`config.mk`:
```
export PLATFORM = sky130hd
export DESIGN_NAME = inst_seq_ctrl_flat
export DESIGN_NICKNAME = d
export VERILOG_FILES = /design/src/rtl/inst_seq_ctrl_pkg.sv /design/src/rtl/inst_seq_ctrl_if.sv /design/src/rtl/jump_cond_eval.sv /design/src/rtl/inst_seq_ctrl.sv /design/src/flat_wrapper.sv
export SDC_FILE = /design/constraint.sdc
export NUM_CORES = 1
export LEC_CHECK = 0
export CAP_MARGIN = 30
export CORE_AREA = 2 2 64 78
export CTS_CLUSTER_DIAMETER = 50
export DETAILED_ROUTE_END_ITERATION = 10
export DIE_AREA = 0 0 66 80
export PLACE_DENSITY = 0.79
export SLEW_MARGIN = 20
export SYNTH_ARGS = -nofsm -noshare
export SYNTH_HDL_FRONTEND = slang
export SYNTH_SLANG_ARGS = --single-unit
```
`constraint.sdc`:
```
create_clock -name clk -period 3.2 [get_ports clk]
set_input_delay 0.32 -clock clk [delete_from_list [all_inputs] [get_ports clk]]
set_output_delay 0.32 -clock clk [all_outputs]
set_load 0.05 [all_outputs]
```
`src/rtl/inst_seq_ctrl_pkg.sv`:
```
// Shared sequencer/datapath definitions: IR field slices, opcode constants, FSM states.
package inst_seq_ctrl_pkg;

    localparam logic [4:0] OP_MOVSGPR  = 5'd0;
    localparam logic [4:0] OP_MOV      = 5'd1;
    localparam logic [4:0] OP_ADD      = 5'd2;
    localparam logic [4:0] OP_SUB      = 5'd3;
    localparam logic [4:0] OP_MUL      = 5'd4;
    localparam logic [4:0] OP_JUMP     = 5'd16;
    localparam logic [4:0] OP_JCARRY   = 5'd17;
    localparam logic [4:0] OP_JNOCARRY = 5'd18;
    localparam logic [4:0] OP_JSIGN    = 5'd19;
    localparam logic [4:0] OP_JNOSIGN  = 5'd20;
    localparam logic [4:0] OP_JZERO    = 5'd21;
    localparam logic [4:0] OP_JNOZERO  = 5'd22;
    localparam logic [4:0] OP_JOVF     = 5'd23;
    localparam logic [4:0] OP_JNOOVF   = 5'd24;
    localparam logic [4:0] OP_HALT     = 5'd25;

    typedef enum logic [2:0] {
        S_IDLE  = 3'd0,
        S_FETCH = 3'd1,
        S_EXEC  = 3'd2,
        S_DELAY = 3'd3,
        S_NEXT  = 3'd4,
        S_HALT  = 3'd5
    } seq_state_t;

    function automatic logic [4:0] oper_type(input logic [31:0] ir);
        return ir[31:27];
    endfunction

    function automatic logic [4:0] rdst(input logic [31:0] ir);
        return ir[26:22];
    endfunction

    function automatic logic [4:0] rsrc1(input logic [31:0] ir);
        return ir[21:17];
    endfunction

    function automatic logic imm_mode(input logic [31:0] ir);
        return ir[16];
    endfunction

    function automatic logic [4:0] rsrc2(input logic [31:0] ir);
        return ir[15:11];
    endfunction

    function automatic logic [15:0] isrc(input logic [31:0] ir);
        return ir[15:0];
    endfunction

endpackage

```
`src/rtl/inst_seq_ctrl_if.sv`:
```
// Sequencer <-> instruction ROM / datapath bus; master is the sequencer side.
interface inst_seq_ctrl_if #(
    parameter int PC_W = 5,
    parameter int IR_W = 32
);
    logic            start;
    logic [PC_W-1:0] imem_addr;
    logic [IR_W-1:0] imem_data;
    logic            sign_f;
    logic            zero_f;
    logic            carry_f;
    logic            ovf_f;
    logic [IR_W-1:0] ir;
    logic            exec_en;
    logic [PC_W-1:0] pc;
    logic            busy;
    logic            halted;

    modport master (
        input  start, imem_data, sign_f, zero_f, carry_f, ovf_f,
        output imem_addr, ir, exec_en, pc, busy, halted
    );

    modport slave (
        output start, imem_data, sign_f, zero_f, carry_f, ovf_f,
        input  imem_addr, ir, exec_en, pc, busy, halted
    );
endinterface

```
`src/rtl/jump_cond_eval.sv`:
```
// Combinational branch resolution: opcode + datapath flags -> taken, plus halt decode.
module jump_cond_eval
    import inst_seq_ctrl_pkg::*;
(
    input  logic [4:0] op,
    input  logic       sign_f,
    input  logic       zero_f,
    input  logic       carry_f,
    input  logic       ovf_f,
    output logic       taken,
    output logic       is_halt
);
    always_comb begin
        taken   = 1'b0;
        is_halt = 1'b0;
        case (op)
            OP_JUMP:     taken = 1'b1;
            OP_JCARRY:   taken = carry_f;
            OP_JNOCARRY: taken = ~carry_f;
            OP_JSIGN:    taken = sign_f;
            OP_JNOSIGN:  taken = ~sign_f;
            OP_JZERO:    taken = zero_f;
            OP_JNOZERO:  taken = ~zero_f;
            OP_JOVF:     taken = ovf_f;
            OP_JNOOVF:   taken = ~ovf_f;
            OP_HALT:     is_halt = 1'b1;
            default:     ;
        endcase
    end
endmodule

```
`src/rtl/inst_seq_ctrl.sv`:
```
// Multicycle instruction sequencer: FETCH -> EXEC -> DELAY -> NEXT per instruction.
// Define SEQ_DELAY_EN to stretch DELAY to DELAY_CYC cycles (minimum one).
module inst_seq_ctrl
    import inst_seq_ctrl_pkg::*;
#(
    parameter int PC_W      = 5,
    parameter int IR_W      = 32,
    parameter int DELAY_CYC = 4
) (
    input  logic              clk,
    input  logic              sys_rst,
    inst_seq_ctrl_if.master   bus
);
    seq_state_t      state, state_nxt;
    logic [PC_W-1:0] pc_q, next_pc;
    logic [IR_W-1:0] ir_q;
    logic            exec_q;
    logic            halt_pend;
    logic            taken, is_halt;
    logic            delay_done;

    jump_cond_eval u_jce (
        .op      (oper_type(ir_q[31:0])),
        .sign_f  (bus.sign_f),
        .zero_f  (bus.zero_f),
        .carry_f (bus.carry_f),
        .ovf_f   (bus.ovf_f),
        .taken   (taken),
        .is_halt (is_halt)
    );

`ifdef SEQ_DELAY_EN
    localparam int DLY_W = (DELAY_CYC > 1) ? $clog2(DELAY_CYC) : 1;
    localparam logic [DLY_W-1:0] DLY_LAST = (DELAY_CYC == 0) ? '0 : DLY_W'(DELAY_CYC - 1);
    logic [DLY_W-1:0] dly_cnt;

    // Counter is reloaded while in EXEC so each DELAY phase starts from zero.
    always_ff @(posedge clk) begin
        if (sys_rst)
            dly_cnt <= '0;
        else if (state == S_DELAY && !delay_done)
            dly_cnt <= dly_cnt + 1'b1;
        else
            dly_cnt <= '0;
    end

    assign delay_done = (dly_cnt == DLY_LAST);
`else
    localparam int unused_delay_cyc = DELAY_CYC;
    assign delay_done = 1'b1;
`endif

    always_comb begin
        state_nxt = state;
        case (state)
            S_IDLE:  if (bus.start) state_nxt = S_FETCH;
            S_FETCH: state_nxt = S_EXEC;
            S_EXEC:  state_nxt = S_DELAY;
            S_DELAY: if (delay_done) state_nxt = S_NEXT;
            S_NEXT:  state_nxt = halt_pend ? S_HALT : S_FETCH;
            S_HALT:  if (bus.start) state_nxt = S_FETCH;
            default: state_nxt = S_IDLE;
        endcase
    end

    always_ff @(posedge clk) begin
        if (sys_rst)
            state <= S_IDLE;
        else
            state <= state_nxt;
    end

    always_ff @(posedge clk) begin
        if (sys_rst) begin
            pc_q      <= '0;
            next_pc   <= '0;
            ir_q      <= '0;
            exec_q    <= 1'b0;
            halt_pend <= 1'b0;
        end else begin
            // Strobe is registered so it is high for exactly the EXEC cycle.
            exec_q <= (state_nxt == S_EXEC);
            case (state)
                S_FETCH: ir_q <= bus.imem_data;
                S_EXEC: begin
                    next_pc <= taken ? ir_q[PC_W-1:0] : pc_q + 1'b1;
                    if (is_halt) halt_pend <= 1'b1;
                end
                S_NEXT:  pc_q <= next_pc;
                S_HALT:  if (bus.start) halt_pend <= 1'b0;
                default: ;
            endcase
        end
    end

    assign bus.imem_addr = pc_q;
    assign bus.pc        = pc_q;
    assign bus.ir        = ir_q;
    assign bus.exec_en   = exec_q;
    assign bus.busy      = (state == S_FETCH) || (state == S_EXEC) ||
                           (state == S_DELAY) || (state == S_NEXT);
    assign bus.halted    = (state == S_HALT);
endmodule

```
`src/flat_wrapper.sv`:
```
// flat-port wrapper written by rule: the top's interface ports become plain ports
module inst_seq_ctrl_flat import inst_seq_ctrl_pkg::*;
#(
    parameter int PC_W      = 5,
    parameter int IR_W      = 32,
    parameter int DELAY_CYC = 4
)
  (clk, sys_rst, bus_start, bus_imem_data, bus_sign_f, bus_zero_f, bus_carry_f, bus_ovf_f, bus_imem_addr, bus_ir, bus_exec_en, bus_pc, bus_busy, bus_halted);
  inst_seq_ctrl_if #(.PC_W(PC_W), .IR_W(IR_W)) bus_i ();
  input  logic clk;
  input  logic sys_rst;
  input wire logic [$bits(bus_i.start)-1:0] bus_start;
  input wire logic [$bits(bus_i.imem_data)-1:0] bus_imem_data;
  input wire logic [$bits(bus_i.sign_f)-1:0] bus_sign_f;
  input wire logic [$bits(bus_i.zero_f)-1:0] bus_zero_f;
  input wire logic [$bits(bus_i.carry_f)-1:0] bus_carry_f;
  input wire logic [$bits(bus_i.ovf_f)-1:0] bus_ovf_f;
  output wire logic [$bits(bus_i.imem_addr)-1:0] bus_imem_addr;
  output wire logic [$bits(bus_i.ir)-1:0] bus_ir;
  output wire logic [$bits(bus_i.exec_en)-1:0] bus_exec_en;
  output wire logic [$bits(bus_i.pc)-1:0] bus_pc;
  output wire logic [$bits(bus_i.busy)-1:0] bus_busy;
  output wire logic [$bits(bus_i.halted)-1:0] bus_halted;
  assign bus_i.start = bus_start;
  assign bus_i.imem_data = bus_imem_data;
  assign bus_i.sign_f = bus_sign_f;
  assign bus_i.zero_f = bus_zero_f;
  assign bus_i.carry_f = bus_carry_f;
  assign bus_i.ovf_f = bus_ovf_f;
  assign bus_imem_addr = bus_i.imem_addr;
  assign bus_ir = bus_i.ir;
  assign bus_exec_en = bus_i.exec_en;
  assign bus_pc = bus_i.pc;
  assign bus_busy = bus_i.busy;
  assign bus_halted = bus_i.halted;
  inst_seq_ctrl #(.PC_W(PC_W), .IR_W(IR_W), .DELAY_CYC(DELAY_CYC)) u_core (.clk(clk), .sys_rst(sys_rst), .bus(bus_i));
endmodule
```
======== Word level (Yosys, flattened, before mapping) ========
Index checks and enable logic that the tools add are counted.
storage, ports and cells
  input port bits ......................... 39
  word-level logic and storage cells ...... 45
  bits in latches ......................... 0
  bits in writable memories ............... 0
  memories kept ........................... 0
  register bits ........................... 47
  output and inout bits ................... 45
  memory bits (read-only) ................. 0
cells by class
  reduce and logical (&&, ||, !) cells .... 7
  $lt $le $gt $ge ......................... 0
  multipliers ............................. 0
  $add $sub $neg .......................... 1
  mux-type cells .......................... 9
  shift-type cells ........................ 0
  equal/unequal tests ..................... 18
  bitwise gates (word level) .............. 4
  div/mod/pow operators ................... 0
operators with widths
  kind                   count
  $eq A5 B5 Y1 const B   10
  $pmux W3 S5            1
  $eq A3 B2 Y1 const B   3
  $pmux W1 S9            1
  $eq A3 B3 Y1 const B   2
  $mux W3                2
  $add A5 B1 Y5 const B  1
  $mux W5                1
  $not A1 Y1             4
  $eq A3 B1 Y1 const B   1
  $logic_not A3 Y1       1
  $logic_or A1 B1 Y1     3
  $mux W1                3
  $reduce_and A3 Y1      1
  $ne A2 B1 Y1 const B   1
  $ne A2 B2 Y1 const B   1
  $pmux W1 S2            1
  $reduce_bool A2 Y1     1
  $reduce_or A2 Y1       1

======== Logic depth before layout (Yosys ltp) ========
Gate-level depths: netlist (run 1).
  depth in word-level cells ............... 4
  depth in mapped cells ................... 7
  mapped depth without buffers ............ 6

======== By module ========
Synthesis (run 1) repeated with hierarchy kept, for this count alone.
unflattened totals
  cell total of the unflattened synthesis .. 235
  area total of the unflattened synthesis .. 1966.9 um^2
modules (own cells, without submodules)
  module          times used  area an instance (um^2)  cells each  sequential area each (um^2)
  inst_seq_ctrl   1           1880.6                   223         940.9
  jump_cond_eval  1           86.3                     12          0.0

======== Worst setup path after synthesis (run 1) ========
Ideal clock, no wire load.
  path type ............................... register to register
  start point ............................. register u_core.ir_q[29] (netlist: u_core.bus.ir[29])
  end point ............................... register u_core.next_pc[0]
  buffers on the path ..................... 1
  path slack .............................. 1.336 ns
  cell stages (with the launch flop) ...... 7
  data required time ...................... 3.109 ns
  arrival time ............................ 1.773 ns
  setup time .............................. 0.091 ns
  clock period less this slack ............ 1.864 ns
  cell sequence ........................... dfxtp_1 buf_4 mux2i_1 mux2i_1 a21o_2 a21o_1 a311oi_1
on the way
  longest elaborated chain between the ends .. 3
  elaborated cells between the ends (all ways) .. 11
  those cells by class .................... eq/ne: 9; mux: 2
ends and longest elaborated chain
  element                 line                  RTL
  start, declared         inst_seq_ctrl.sv:16   logic [IR_W-1:0] ir_q;
  start signal, assigned  inst_seq_ctrl.sv:84   S_FETCH: ir_q <= bus.imem_data;
  $eq A5 B5 Y1            jump_cond_eval.sv:16  case (op)
  $pmux W1 S9 (*)         jump_cond_eval.sv:16
  $mux W5 (*)             inst_seq_ctrl.sv:86   next_pc <= taken ? ir_q[PC_W-1:0] : pc_q + 1'b1;
  end signal, assigned    inst_seq_ctrl.sv:86
  end, declared           inst_seq_ctrl.sv:15   logic [PC_W-1:0] pc_q, next_pc;
Mark *: on every way between the ends. The rest lies on a longest branch, timed or not.
A chain may end at the register's enable or synchronous reset.

======== Worst setup path in the final report (run 1) ========
  start point ............................. register u_core.state[0]
  end point ............................... output bus_halted
on the way
  longest elaborated chain between the ends .. 1
ends and longest elaborated chain
  element                 line                  RTL
  start, declared         inst_seq_ctrl.sv:14   seq_state_t state, state_nxt;
  start signal, assigned  inst_seq_ctrl.sv:70   state <= state_nxt;
  $eq A3 B3 Y1            inst_seq_ctrl.sv:102  assign bus.halted = (state == S_HALT);
  end, declared           flat_wrapper.sv:23    output wire logic [$bits(bus_i.halted)-1:0] bus_halted;
No other way between the ends.

==> results.tsv, run 1 <==
metric	value	unit
status	finished, final reports clean	
Async SR Flop Fraction	0	
fillers	415	
Post-CTS Setup Bufs	0	
drt pass-1 iters	4	
Initial Utilization	0.4467	
min cycle time layout	2.201	ns
total CTS buffers	5	
Die X	66	um
clk slew on worst S/H paths	0.08	ns
CP max stage delay	0.80	ns
diode count	0	
ratio of cells with drive above 1 in the final layout	0.04361	
slowest stage cell, crit path	clkdlybuf4s50_1	
die area	5280	um^2
met2 GRT Util	0.3525	
Worst setup EP type	primary output	
worst-path cell chain	nor2b_1 > and2_1 > clkdlybuf4s50_1	
clock skew	0.006174	ns
crit start category	flip-flop	
Worst Path Buf+Inv	1	
Synthesized Nets	292	
drt wl/cell	12.84	um
Area Overhead vs Synth	43.69	%
Max Fclk	454.3	MHz
dominant synthesized flop cell	dfxtp_1	
Tot GR Track Use	0.2001	
sequential area share after synthesis	0.4653	
fin nets	360	
Die Y	80	um
Setup Crit Path Kind	reg -> out	
Critical Path RT	2.88	ns
final wirelength	4868	um
CP top delay family	buffers and inverters	
worst skew pair latency	0.31	ns
worst vdd ir	291.6	uV
PortBufs	83	
Via Count	1894	
Arr. time, crit path	1.88	ns
initial antenna violation count	0	
# IOs	84	
htree depth	2	
antenna-violating nets left	0	
Iter 0 DRT Violations	72	
vias in the first global route	1853	
GPL Wtd Cong	0.7169	
Worst Hold Class	reg -> reg	
Root Driver	clkbuf_8	
mean area per synthesized cell	8.024	um^2
row cnt	27	
synthesized area	2022	um^2
period utilization	0.6878	
maximum fanout along the worst path	8	
total of max-cap violations	0	
Hold Slack	0.4548	ns
Setup TNS	0	ns
Post-Synthesis Cells	252	
Distinct cells, synth	37	
hold buffer count at cts	0	
detailed-route vias per instance	4.997	
largest net degree at the start of global routing	52	
TritonCTS clock tree	yes	
grt total ovfl	0	
GR met3 Demand/Resource	0.06347	
Slew Viols, Final	0	
GR peak layer	met2	
# DRC	0	
grt met1 use	0.2138	
Pwr Density	468.9	nW/um^2
YS warnings	0	
first-pass GRT wire length	8169	um
Leak	1.012	nW
setup violators final	0	
Max clock buf depth	2	
unrepaired setup endpoints after global routing	false	
flops & latches, synth	47	
Max-slew headroom	0.3936	
hpwl dp	3361	um
# clock sinks	47	
Worst-Margin Slew	0.9096	ns
Final Hold Vio Count	0	
# resized after CTS	0	
number of enable flip-flop cells after synthesis	0	
core area	4527	um^2
==> synth_stat cells, types with 2 or more instances <==
library cell   n  share of area
a21oi_1       38          0.094
a311oi_1       3          0.013
and2_1         3         0.0093
buf_4          6          0.022
buf_6          3          0.017
clkbuf_1      13          0.024
dfxtp_1       47           0.47
inv_1          2         0.0037
mux2i_1        7          0.035
nand2_1       69           0.13
nand2b_1       5          0.015
nand3_1        9          0.022
nand3b_1       2         0.0074
nor2_1        14          0.026
nor3_1         2         0.0050
nor3b_1        2         0.0074
o21ai_0        4         0.0099
o22a_1         2         0.0087
xor2_1         3          0.013
==> per-layer routing <==
metal / part of all wire / vias up
met5: 0 / -
met4: 0.014 / 0
met2: 0.51 / 53
met1: 0.40 / 862
li1: - / 973
met3: 0.077 / 6
==> report_power, final <==
group / leakage (nW) / switching [mW] / internal (mW)
clock network: 0.0505 / 0.200 / 0.197
registers: 0.383 / 0.0281 / 0.617
logic: 0.579 / 0.194 / 0.127
total: 1.01 / 0.422 / 0.940
==> stage by stage <==
step	area (um^2)	power [mW]	setup WS [ns]	cells	util
after floorplan	2022	0.8578	1.336	252	-
after global placement	2801	0.9756	1.334	371	0.6189
after detailed placement	2801	0.9808	1.286	371	0.6189
after CTS	2905	1.377	0.9790	379	0.6418
after global routing	2905	1.424	0.8735	379	0.6418
final	2905	1.362	0.9989	379	0.6418
==> cell type report <==
type | instances | area, um^2 | share of cell area
inverters | 2 | 7.507 | 0.002584
well taps | 58 | 72.57 | 0.02498
clock inverters | 1 | 7.507 | 0.002584
clock buffers | 7 | 96.34 | 0.03316
flip-flops and latches | 47 | 940.9 | 0.3239
multi-input cells | 179 | 939.7 | 0.3234
repair buffers | 85 | 840.8 | 0.2894
==> path summary, 6_finish.rpt <==
kind,from,to,slack (ns),depth (start not counted)
worst max-delay path,u_core.state[0],bus_halted,1.0,3
worst min-delay path,u_core.bus.ir[24],u_core.bus.ir[24],0.45,2
worst max register to register,u_core.bus.ir[28],u_core.next_pc[0],1.52,5
worst min register to register,u_core.bus.ir[24],u_core.bus.ir[24],0.45,2
==> registers in the layout (all words and copies together) (netlist names) <==
| register | count |
|---|---|
| u_core.halt_pend | 1 |
| u_core.bus.ir | 32 |
| u_core.bus.exec_en | 1 |
| u_core.state | 3 |
| u_core.bus.imem_addr | 5 |
| u_core.next_pc | 5 |
==> cell usage in the layout (no fill, tap or decap), types with 4 or more instances in the layout <==
cell / Yosys / routed
nand2b_1: 5 / 5
mux2i_1: 7 / 7
a21oi_1: 38 / 38
clkbuf_8: 0 / 7
nand2_1: 69 / 69
nand3_1: 9 / 9
o21ai_0: 4 / 4
nor2_1: 14 / 13
clkdlybuf4s50_1: 0 / 82
dfxtp_1: 47 / 47
==> worst reg2reg max path, stage by stage (launching register included) <==
cell and delay [ns]:
dfxtp_1 0.55, o22a_1 0.25, o2111ai_1 0.13, a21o_2 0.25
a21o_1 0.18, a311oi_1 0.24
==> cell families (layout without fill, tap and decap cells) <==
family / count (synthesis) / count (layout) / synth area share
AND/OR/NAND/NOR: 112 / 112 / 0.2420
AO/OA/AOI/OAI: 55 / 55 / 0.1634
flip-flops: 47 / 47 / 0.4653
buffers and inverters: 26 / 95 / 0.07116
multiplexers: 7 / 7 / 0.03465
XOR/XNOR: 4 / 4 / 0.01733
adder cells (fa/ha/maj): 1 / 1 / 0.006187
Note: power is estimated with default switching activity, not from simulation.
==> run 2, diff against run 1 <==
Settings changed: CORE_AREA 2 2 64 78 to 2 2 67 82, DIE_AREA 0 0 66 80 to 0 0 69 84, PLACE_DENSITY 0.79 to 0.72.
Clock period 3.2 ns to 2.2 ns, I/O delays scaled along.
==> results.tsv, run 2 (synthesis gave the netlist of run 1 again) <==
metric	value	unit	change
most common cell after layout, fill and taps aside	clkdlybuf4s50_1		
diode count	0		unchanged
Initial Utilization	0.3980		-0.04863
maximum fanout along the worst path	11		+3
Setup TNS	0	ns	unchanged
Die X	69	um	+4.5%
Final Hold Vio Count	0		unchanged
fin nets	361		+0.28%
core area	5080	um^2	+12%
# DRC	0		unchanged
most frequent cells in the layout	clkdlybuf4s50_1, nand2_1, dfxtp_1		
initial antenna violation count	0		unchanged
total of max-cap violations	0		unchanged
antenna-violating nets left	0		unchanged
Tot GR Track Use	0.1603		-0.03983
Max-slew headroom	0.6432		+0.2495
TritonCTS clock tree	yes		
row cnt	29		+7.4%
Worst setup EP type	primary output		
largest net degree at the start of global routing	34		-35%
Via Count	1877		-0.90%
detailed-route vias per instance	4.888		-2.2%
worst skew pair latency	0.30	ns	about the same
final wirelength	4693	um	-3.6%
CP max stage delay	0.82	ns	+0.02 ns
Pwr Density	658.7	nW/um^2	+40%
Worst Hold Class	in -> reg		
Slew Viols, Final	0		unchanged
min-delay src	sys_rst		
htree depth	2		unchanged
Post-Place Cells	376		+1.3%
hold buffer count at cts	0		unchanged
clk slew on worst S/H paths	0.09	ns	about the same
unrepaired setup endpoints after global routing	false		
GPL Wtd Cong	0.7076		-1.3%
Max clock buf depth	2		unchanged
Critical Path RT	1.98	ns	-0.90 ns
drt wl/cell	12.22	um	-4.9%
worst r2r src	u_core.bus.ir[28]		
ratio of cells with drive above 1 in the final layout	0.04348		-0.0001354
status	finished, final reports clean		
PortBufs	83		unchanged
period utilization	0.9206		
Root Driver	clkbuf_8		
Area Overhead vs Synth	43.50	%	
die area	5796	um^2	+9.8%
Die Y	84	um	+5.0%
drt pass-1 iters	4		unchanged
post-route insts no fill	384		+1.3%
grt total ovfl	0		unchanged
vias in the first global route	1707		-7.9%
total CTS buffers	5		unchanged
Critical path origin	u_core.state[2]		
Worst Path Buf+Inv	1		unchanged
worst vdd ir	458.2	uV	+57%
CP top delay family	buffers and inverters		
max reg flops	32		unchanged
hpwl dp	3316	um	-1.3%
clock skew	0.009032	ns	+0.002858 ns
slowest stage cell, crit path	clkdlybuf4s50_1		
min cycle time layout	2.025	ns	
# IOs	84		unchanged
Arr. time, crit path	1.81	ns	-0.07 ns
first-pass GRT wire length	7665	um	-6.2%
Leak	1.026	nW	+1.4%
Iter 0 DRT Violations	87		+21%
setup violators final	0		unchanged
crit start category	flip-flop		
worst-path cell chain	xnor2_1 > clkdlybuf4s50_1		
Max Fclk	493.8	MHz	
Worst-Margin Slew	0.5336	ns	-0.3760 ns
Setup Crit Path Kind	reg -> out		
# clock sinks	47		unchanged
==> run 2: repair_timing <==
item,in CTS,in global routing
endpoints found under the setup margin,0,1
setup buffers,0,0
gates resized for setup,0,1
==> run 2: power breakdown <==
part | switching, mW | internal (mW) | total (mW)
Sequential | 0.0391 | 0.897 | 0.936
Clock | 0.286 | 0.222 | 0.508
Combinational | 0.282 | 0.185 | 0.467
Total | 0.606 | 1.30 | 1.91
==> run 2: layout make-up <==
class / count / area, um^2
Tap cell: 62 / 77.57
Clock buffer: 6 / 72.57
Fill cell: 495 / 2178
Sequential cell: 47 / 940.9
Timing Repair Buffer: 86 / 850.8
Clock inverter: 2 / 12.51
Multi-Input combinational cell: 179 / 939.7
Inverter: 2 / 7.507
==> run 2: stage by stage <==
stage | total power, mW | util | setup slack [ns] | hold slack (ns) | area, um^2
global route | 2.003 | 0.5712 | 0.07869 | 0.3155 | 2902
floorplan | 1.248 | - | 0.3363 | 0.3560 | 2022
CTS | 1.938 | 0.5707 | 0.08497 | 0.2932 | 2899
detailed placement | 1.425 | 0.5539 | 0.3962 | 0.4469 | 2814
global placement | 1.423 | 0.5539 | 0.4268 | 0.4410 | 2814
finish | 1.911 | 0.5712 | 0.1748 | 0.2987 | 2902
==> run 2: worst reg2reg max path, stage by stage (launching register included) <==
cell and delay (ns):
dfxtp_1 0.56, o22a_1 0.24, o2111ai_1 0.14, a21o_2 0.26, a21o_1 0.18, a311oi_1 0.22
==> run 2: per-layer routing <==
layer	share of wire	wire (um)	vias to the layer above	global-route usage
met5	0	0	-	0
met4	0.013	63	0	0.04813
met3	0.090	424	6	0.07971
met2	0.48	2276	52	0.2631
met1	0.41	1929	843	0.1823
li1	-	-	976	-
==> run 2: final timing paths <==
| check | to | slack (ns) | cells after the start |
|---|---|---|---|
| hold reg to reg | u_core.bus.ir[8] | 0.45 | 2 |
| hold / removal | u_core.bus.imem_addr[3] | 0.30 | 2 |
| setup / recovery | bus_busy | 0.17 | 2 |
| setup reg to reg | u_core.next_pc[0] | 0.52 | 5 |
